**config.mk**
```make
export PLATFORM = sky130hd
export DESIGN_NAME = pass_sequencer
export DESIGN_NICKNAME = d
export VERILOG_FILES = /design/src/rtl/pass_sequencer.sv
export SDC_FILE = /design/constraint.sdc
export NUM_CORES = 1
export LEC_CHECK = 0
export ABC_CLOCK_PERIOD_IN_PS = 5100
export CORE_UTILIZATION = 48
export DETAILED_ROUTE_END_ITERATION = 7
export PLACE_DENSITY = 0.82
export SETUP_SLACK_MARGIN = 0.4
export SYNTH_ARGS = -nofsm -noshare
export SYNTH_HDL_FRONTEND = slang
export SYNTH_SLANG_ARGS = --single-unit
```
**constraint.sdc**
```tcl
create_clock -name clk_i -period 5.1 [get_ports clk_i]
set_input_delay 1.02 -clock clk_i [delete_from_list [all_inputs] [get_ports clk_i]]
set_output_delay 1.02 -clock clk_i [all_outputs]
set_load 0.005 [all_outputs]
```
**src/rtl/pass_sequencer.sv**
```systemverilog
`default_nettype none
// ============================================================================
// Module   : pass_sequencer
// Purpose  : Sequences NUM_FWD forward passes followed by one backward pass,
//            repeated for a programmable number of iterations. Drives the
//            datapath pass engines with one-hot pass-select strobes.
// Revision : 1.0 - initial release
//
// Parameters
//   NUM_FWD  forward passes per iteration (1..8)
//   ITER_W   width of iteration count / index
//   TMO_W    width of watchdog limit / per-pass cycle counter
//
// Ports
//   clk_i        clock
//   rst_i        synchronous active-high reset (overrides en_i)
//   en_i         global enable; low freezes every register
//   init_i       start request, sampled only in IDLE
//   iters_i      iteration count, latched on accepted init_i (0 acts as 1)
//   pass_end_i   current pass complete
//   abort_i      abandon the sequence
//   tmo_limit_i  watchdog limit in cycles, 0 disables
//   fwd_pass_o   one-hot active forward pass (zero outside FWD)
//   b_pass_o     backward pass active
//   busy_o       in FWD or BWD
//   done_o       single-cycle DONE state
//   iter_o       current iteration index
//   timeout_o    sticky watchdog-expiry flag
//
// Build option
//   PASS_SEQ_TIMEOUT_EN  builds the per-pass watchdog; when undefined the
//                        counter is absent and timeout_o is tied low.
// ============================================================================
module pass_sequencer #(
    parameter int NUM_FWD = 2,
    parameter int ITER_W  = 4,
    parameter int TMO_W   = 8
) (
    input  logic               clk_i,
    input  logic               rst_i,
    input  logic               en_i,
    input  logic               init_i,
    input  logic [ITER_W-1:0]  iters_i,
    input  logic               pass_end_i,
    input  logic               abort_i,
    input  logic [TMO_W-1:0]   tmo_limit_i,
    output logic [NUM_FWD-1:0] fwd_pass_o,
    output logic               b_pass_o,
    output logic               busy_o,
    output logic               done_o,
    output logic [ITER_W-1:0]  iter_o,
    output logic               timeout_o
);

    localparam int c_PIDX_W = (NUM_FWD > 1) ? $clog2(NUM_FWD) : 1;
    localparam logic [c_PIDX_W-1:0] c_LAST_PIDX = c_PIDX_W'(NUM_FWD - 1);

    typedef enum logic [1:0] {
        S_IDLE = 2'd0,
        S_FWD  = 2'd1,
        S_BWD  = 2'd2,
        S_DONE = 2'd3
    } state_t;

    state_t              r_state,    w_state_nxt;
    logic [c_PIDX_W-1:0] r_pass_idx, w_pass_idx_nxt;
    logic [ITER_W-1:0]   r_iter,     w_iter_nxt;
    logic [ITER_W-1:0]   r_count,    w_count_nxt;

    logic w_init_acc;    // init_i accepted this cycle
    logic w_pass_entry;  // a new pass (forward or backward) starts next cycle
    logic w_tmo_fire;    // watchdog ends the current pass
    logic w_tmo_expire;  // watchdog limit reached (qualified below by state)

    // ------------------------------------------------------------------
    // State register
    // ------------------------------------------------------------------
    always_ff @(posedge clk_i) begin
        if (rst_i) begin
            r_state    <= S_IDLE;
            r_pass_idx <= '0;
            r_iter     <= '0;
            r_count    <= '0;
        end else if (en_i) begin
            r_state    <= w_state_nxt;
            r_pass_idx <= w_pass_idx_nxt;
            r_iter     <= w_iter_nxt;
            r_count    <= w_count_nxt;
        end
    end

    // ------------------------------------------------------------------
    // Next-state logic. Priority in FWD/BWD: abort, watchdog, pass_end.
    // ------------------------------------------------------------------
    always_comb begin
        w_state_nxt    = r_state;
        w_pass_idx_nxt = r_pass_idx;
        w_iter_nxt     = r_iter;
        w_count_nxt    = r_count;
        w_init_acc     = 1'b0;
        w_pass_entry   = 1'b0;
        w_tmo_fire     = 1'b0;

        case (r_state)
            S_IDLE: begin
                if (init_i) begin
                    w_count_nxt    = (iters_i == '0) ? ITER_W'(1) : iters_i;
                    w_iter_nxt     = '0;
                    w_pass_idx_nxt = '0;
                    w_state_nxt    = S_FWD;
                    w_init_acc     = 1'b1;
                    w_pass_entry   = 1'b1;
                end
            end
            S_FWD, S_BWD: begin
                if (abort_i) begin
                    w_state_nxt = S_IDLE;
                end else if (w_tmo_expire) begin
                    w_state_nxt = S_IDLE;
                    w_tmo_fire  = 1'b1;
                end else if (pass_end_i) begin
                    if (r_state == S_FWD) begin
                        w_pass_entry = 1'b1;
                        if (r_pass_idx < c_LAST_PIDX) begin
                            w_pass_idx_nxt = r_pass_idx + c_PIDX_W'(1);
                        end else begin
                            w_state_nxt = S_BWD;
                        end
                    // Count is never 0 once latched, so count-1 cannot wrap.
                    end else if (r_iter < (r_count - ITER_W'(1))) begin
                        w_iter_nxt     = r_iter + ITER_W'(1);
                        w_pass_idx_nxt = '0;
                        w_state_nxt    = S_FWD;
                        w_pass_entry   = 1'b1;
                    end else begin
                        w_state_nxt = S_DONE;
                    end
                end
            end
            S_DONE:  w_state_nxt = S_IDLE;
            default: w_state_nxt = S_IDLE;
        endcase
    end

    // ------------------------------------------------------------------
    // Per-pass watchdog
    // ------------------------------------------------------------------
`ifdef PASS_SEQ_TIMEOUT_EN
    logic [TMO_W-1:0] r_tmo_cnt;
    logic             r_timeout;

    assign w_tmo_expire = (tmo_limit_i != '0) &&
                          (r_tmo_cnt == (tmo_limit_i - TMO_W'(1)));

    always_ff @(posedge clk_i) begin
        if (rst_i) begin
            r_tmo_cnt <= '0;
            r_timeout <= 1'b0;
        end else if (en_i) begin
            if (w_pass_entry) begin
                r_tmo_cnt <= '0;
            end else if (((r_state == S_FWD) || (r_state == S_BWD)) &&
                         (r_tmo_cnt != '1)) begin
                r_tmo_cnt <= r_tmo_cnt + TMO_W'(1);
            end

            if (w_init_acc) begin
                r_timeout <= 1'b0;
            end else if (w_tmo_fire) begin
                r_timeout <= 1'b1;
            end
        end
    end

    assign timeout_o = r_timeout;
`else
    logic w_unused_tmo;

    assign w_tmo_expire = 1'b0;
    assign w_unused_tmo = ^{tmo_limit_i, w_init_acc, w_pass_entry, w_tmo_fire};
    assign timeout_o    = 1'b0;
`endif

    // ------------------------------------------------------------------
    // Moore outputs
    // ------------------------------------------------------------------
    assign fwd_pass_o = (r_state == S_FWD) ? (NUM_FWD'(1) << r_pass_idx) : '0;
    assign b_pass_o   = (r_state == S_BWD);
    assign busy_o     = (r_state == S_FWD) || (r_state == S_BWD);
    assign done_o     = (r_state == S_DONE);
    assign iter_o     = r_iter;

endmodule
`default_nettype wire

```
==> impl_metrics.env <==
export IMPL_worstPathCellList="inv_1 > ha_1 > nor2b_1 > clkdlybuf4s50_1"
export IMPL_hold_class="reg -> reg"
export IMPL_fin_skew_ns=0.00886
export IMPL_holdBufCountCts=0
export IMPL_slowest_stage="clkdlybuf4s50_1"
export IMPL_dpl_hpwl_mm=1.38
export IMPL_std_cell_rows=14
export IMPL_n_fill_cell=135
export IMPL_grt_pass1_vias=719
export IMPL_setup_viol=0
export IMPL_yosys_top_cells_area="dfxtp_1 (26%), ha_1 (15%), inv_1 (4.5%), nor2_1 (4.5%), a311oi_1 (4.2%)"
export IMPL_cts_root_buf="clkbuf_4"
export IMPL_die_w_microns=43.9
export IMPL_clock_sinks=11
export IMPL_final_nets=142
export IMPL_worst_r2r_setup_slack_ns=2.92
export IMPL_worstSetupPathType="reg -> out"
export IMPL_critPathBufInv=2
export IMPL_ys_types=38
export IMPL_avgRoutedWirePerCell_microns=13.6
export IMPL_cts_setup_buffers=0
export IMPL_reg2reg_from="r_count[0]$_SDFFE_PP0P_"
export IMPL_gp_congestion=0.764
export IMPL_die_y_microns=43.9
export IMPL_viasPerCell=5.83
export IMPL_multiInputGateArea_sq_um=559
export IMPL_fin_crit_sh_pct=57.1
export IMPL_cp_num_cells=4
export IMPL_crit_fanout=8
export IMPL_ir_drop_mv=0.156
export IMPL_dieArea_sq_um=1920
export IMPL_grt_util_all_layers_pct=20.8
export IMPL_insertion_delay_ns=0.28
export IMPL_core_area_sq_um=1580
export IMPL_fmax_ghz=0.343
export IMPL_hold_path_startpoint="r_count[0]$_SDFFE_PP0P_"
export IMPL_grt_overflow_total=0
export IMPL_synthesis_nets=122
export IMPL_drt_iter0_markers=10
export IMPL_grt_max_degree=13
export IMPL_start_kind="flop"
export IMPL_antenna_found_initial=0
export IMPL_cp_arrival_ns=1.89
export IMPL_endpoint_kind="output port"
export IMPL_setup_slack_ns=2.19
export IMPL_hold_end="r_count[0]$_SDFFE_PP0P_"
export IMPL_drive_above_1_share_pct=10.6
export IMPL_critPathMaxStageDelay_ns=0.55
export IMPL_cts_made_buffers=3
export IMPL_tritoncts="done"
export IMPL_crit_family="buffers and inverters"
export IMPL_rsz0062_at_grt="no"
export IMPL_synth_top_cell_by_area="dfxtp_1"
export IMPL_holdWs_ns=0.509
export IMPL_clk_pin_slew_ns=0.08
export IMPL_slew_viol_final=0
export IMPL_min_path_cells=2
export IMPL_wirelength_mm=1.75
export IMPL_p_leak_nw=0.422
export IMPL_synthToLayoutAreaGrowth_pct=24.1
export IMPL_powerDensity_nw_per_um2=202
export IMPL_status="finished, final reports clean"
export IMPL_antenna_left=0
export IMPL_r2r_end="iter_o[0]$_SDFFE_PP0P_"
export IMPL_rr_worst_depth=8
export IMPL_postLayoutCellArea_sq_um=1040
export IMPL_regArea_sq_um=220
export IMPL_syn_area_sq_um=841
export IMPL_insertedDiodeCount=0
export IMPL_postSynthAreaPerCell_sq_um=8.94
export IMPL_dpl_instance_area_sq_um=1020
export IMPL_cts_buffer_depth=2
export IMPL_fin_tns_setup_ns=0
export IMPL_vias=752
export IMPL_yosysSeqAreaShare_pct=26.2
export IMPL_period_needed_ns=2.91
export IMPL_pre_cts_ws_ns=2.38
export IMPL_io_pins=28
export IMPL_max_cap_viol_count=0
export IMPL_grt_pass1_wl_mm=2.98
export IMPL_yosys_warnings=0
export IMPL_synth_cells=94
export IMPL_cts_resized=0
export IMPL_drc=0
export IMPL_htree_num_levels=1
export IMPL_io_buffers=18
export IMPL_cp_data_required_time_ns=4.08
export IMPL_ys_seq_elements=11
export IMPL_initial_utilization_pct=53.3
export IMPL_finalHoldViolCount=0
export IMPL_dr_pass1_iters=6
export IMPL_synth_top_area_share_pct=26.2
-- metrics by stage --
stage	utilization [%]	total power, mW	instances
after floorplan	-	0.132	94
after global placement	64.5	0.147	125
after detailed placement	64.5	0.149	125
after CTS	66.2	0.210	129
after global routing	66.2	0.222	129
final	66.2	0.211	129
-- kinds of logic after synthesis --
family          count (synthesis)  synth area share [%]
compound gates                 21                  21.7
xor+xnor                        2                  2.08
fa+ha+maj                      10                  14.9
buf+inv                        13                  7.29
flops                          11                  26.2
mux                             4                  5.36
other cells                     1                 0.446
simple gates                   32                  22.0
-- per-layer routing --
metal / global-route usage, % / wire length [microns] / up-vias
met1: 22.7 / 774 / 359
met4: 7.88 / 31 / 0
met3: 5.00 / 63 / 4
met5: 0 / 0 / -
li1: - / - / 370
met2: 38.2 / 880 / 19
-- layout by cell type, fill, tap and decap left out, types with 3 or more instances in the layout --
master / instances
a311oi_1: 4
clkdlybuf4s50_1: 18
nor3_1: 4
a21oi_1: 3
ha_1: 10
clkbuf_4: 3
inv_1: 10
mux2i_1: 3
nor2_1: 10
dfxtp_1: 11
-- worst max-delay path by stage --
stage | startpoint | end | slack [ns]
global placement | rst_i | iter_o[0]$_SDFFE_PP0P_ | 2.39
floorplan | abort_i | iter_o[0]$_SDFFE_PP0P_ | 3.06
global route | r_state[1]$_SDFFE_PP0P_ | fwd_pass_o[0] | 2.05
finish | r_state[1]$_SDFFE_PP0P_ | fwd_pass_o[0] | 2.19
CTS | r_state[1]$_SDFFE_PP0P_ | fwd_pass_o[0] | 2.17
detailed placement | rst_i | iter_o[0]$_SDFFE_PP0P_ | 2.38
-- cells in the mapped netlist (all sizes together) --
library cell and count:
a211oi 1, dfxtp 11, mux2i 3, a21oi 4, nor3 4, ha 10, a2bb2o 1, o21bai 1
nand4 2, or3 1, nand2b 3, nor2 11, inv 10, o21ai 3, nand3 2, a31o 1
and2 1, nand2 2, a2111oi 1, mux2 1, a22oi 1, nor2b 2, a41oi 1, a21o 2
nand3b 1, a221o 1, a311oi 4, and2b 1, conb 1, buf 3, nor4 2, xnor2 2
-- final cells by class --
cell class                 count  area share (%)
tap                           16            1.92
timing repair buffer          18            17.3
multi-input combinational     70            53.6
sequential                    11            21.1
inverter                      10            3.60
clock buffer                   4            2.52
-- registers in the layout, summed over array words and instances, names as in the netlist --
name,cells
r_pass_idx,1
iter_o,4
r_state,2
r_count,4
-- where the power goes --
group	total, mW	switching, mW	leakage, nW	internal [mW]
Clock	0.0634	0.0331	0.0150	0.0304
Sequential	0.0912	0.00252	0.0893	0.0887
Combinational	0.0562	0.0294	0.317	0.0268
-- tightest hold or removal path, delay by kind of cell (launching register included) --
kind | cells | cell delay [ns]
DFF | 1 | 0.33
buffers and inverters | 1 | 0.07
AOI/OAI and AO/OA | 1 | 0.06
No activity file was read; power rests on OpenSTA's default activity.
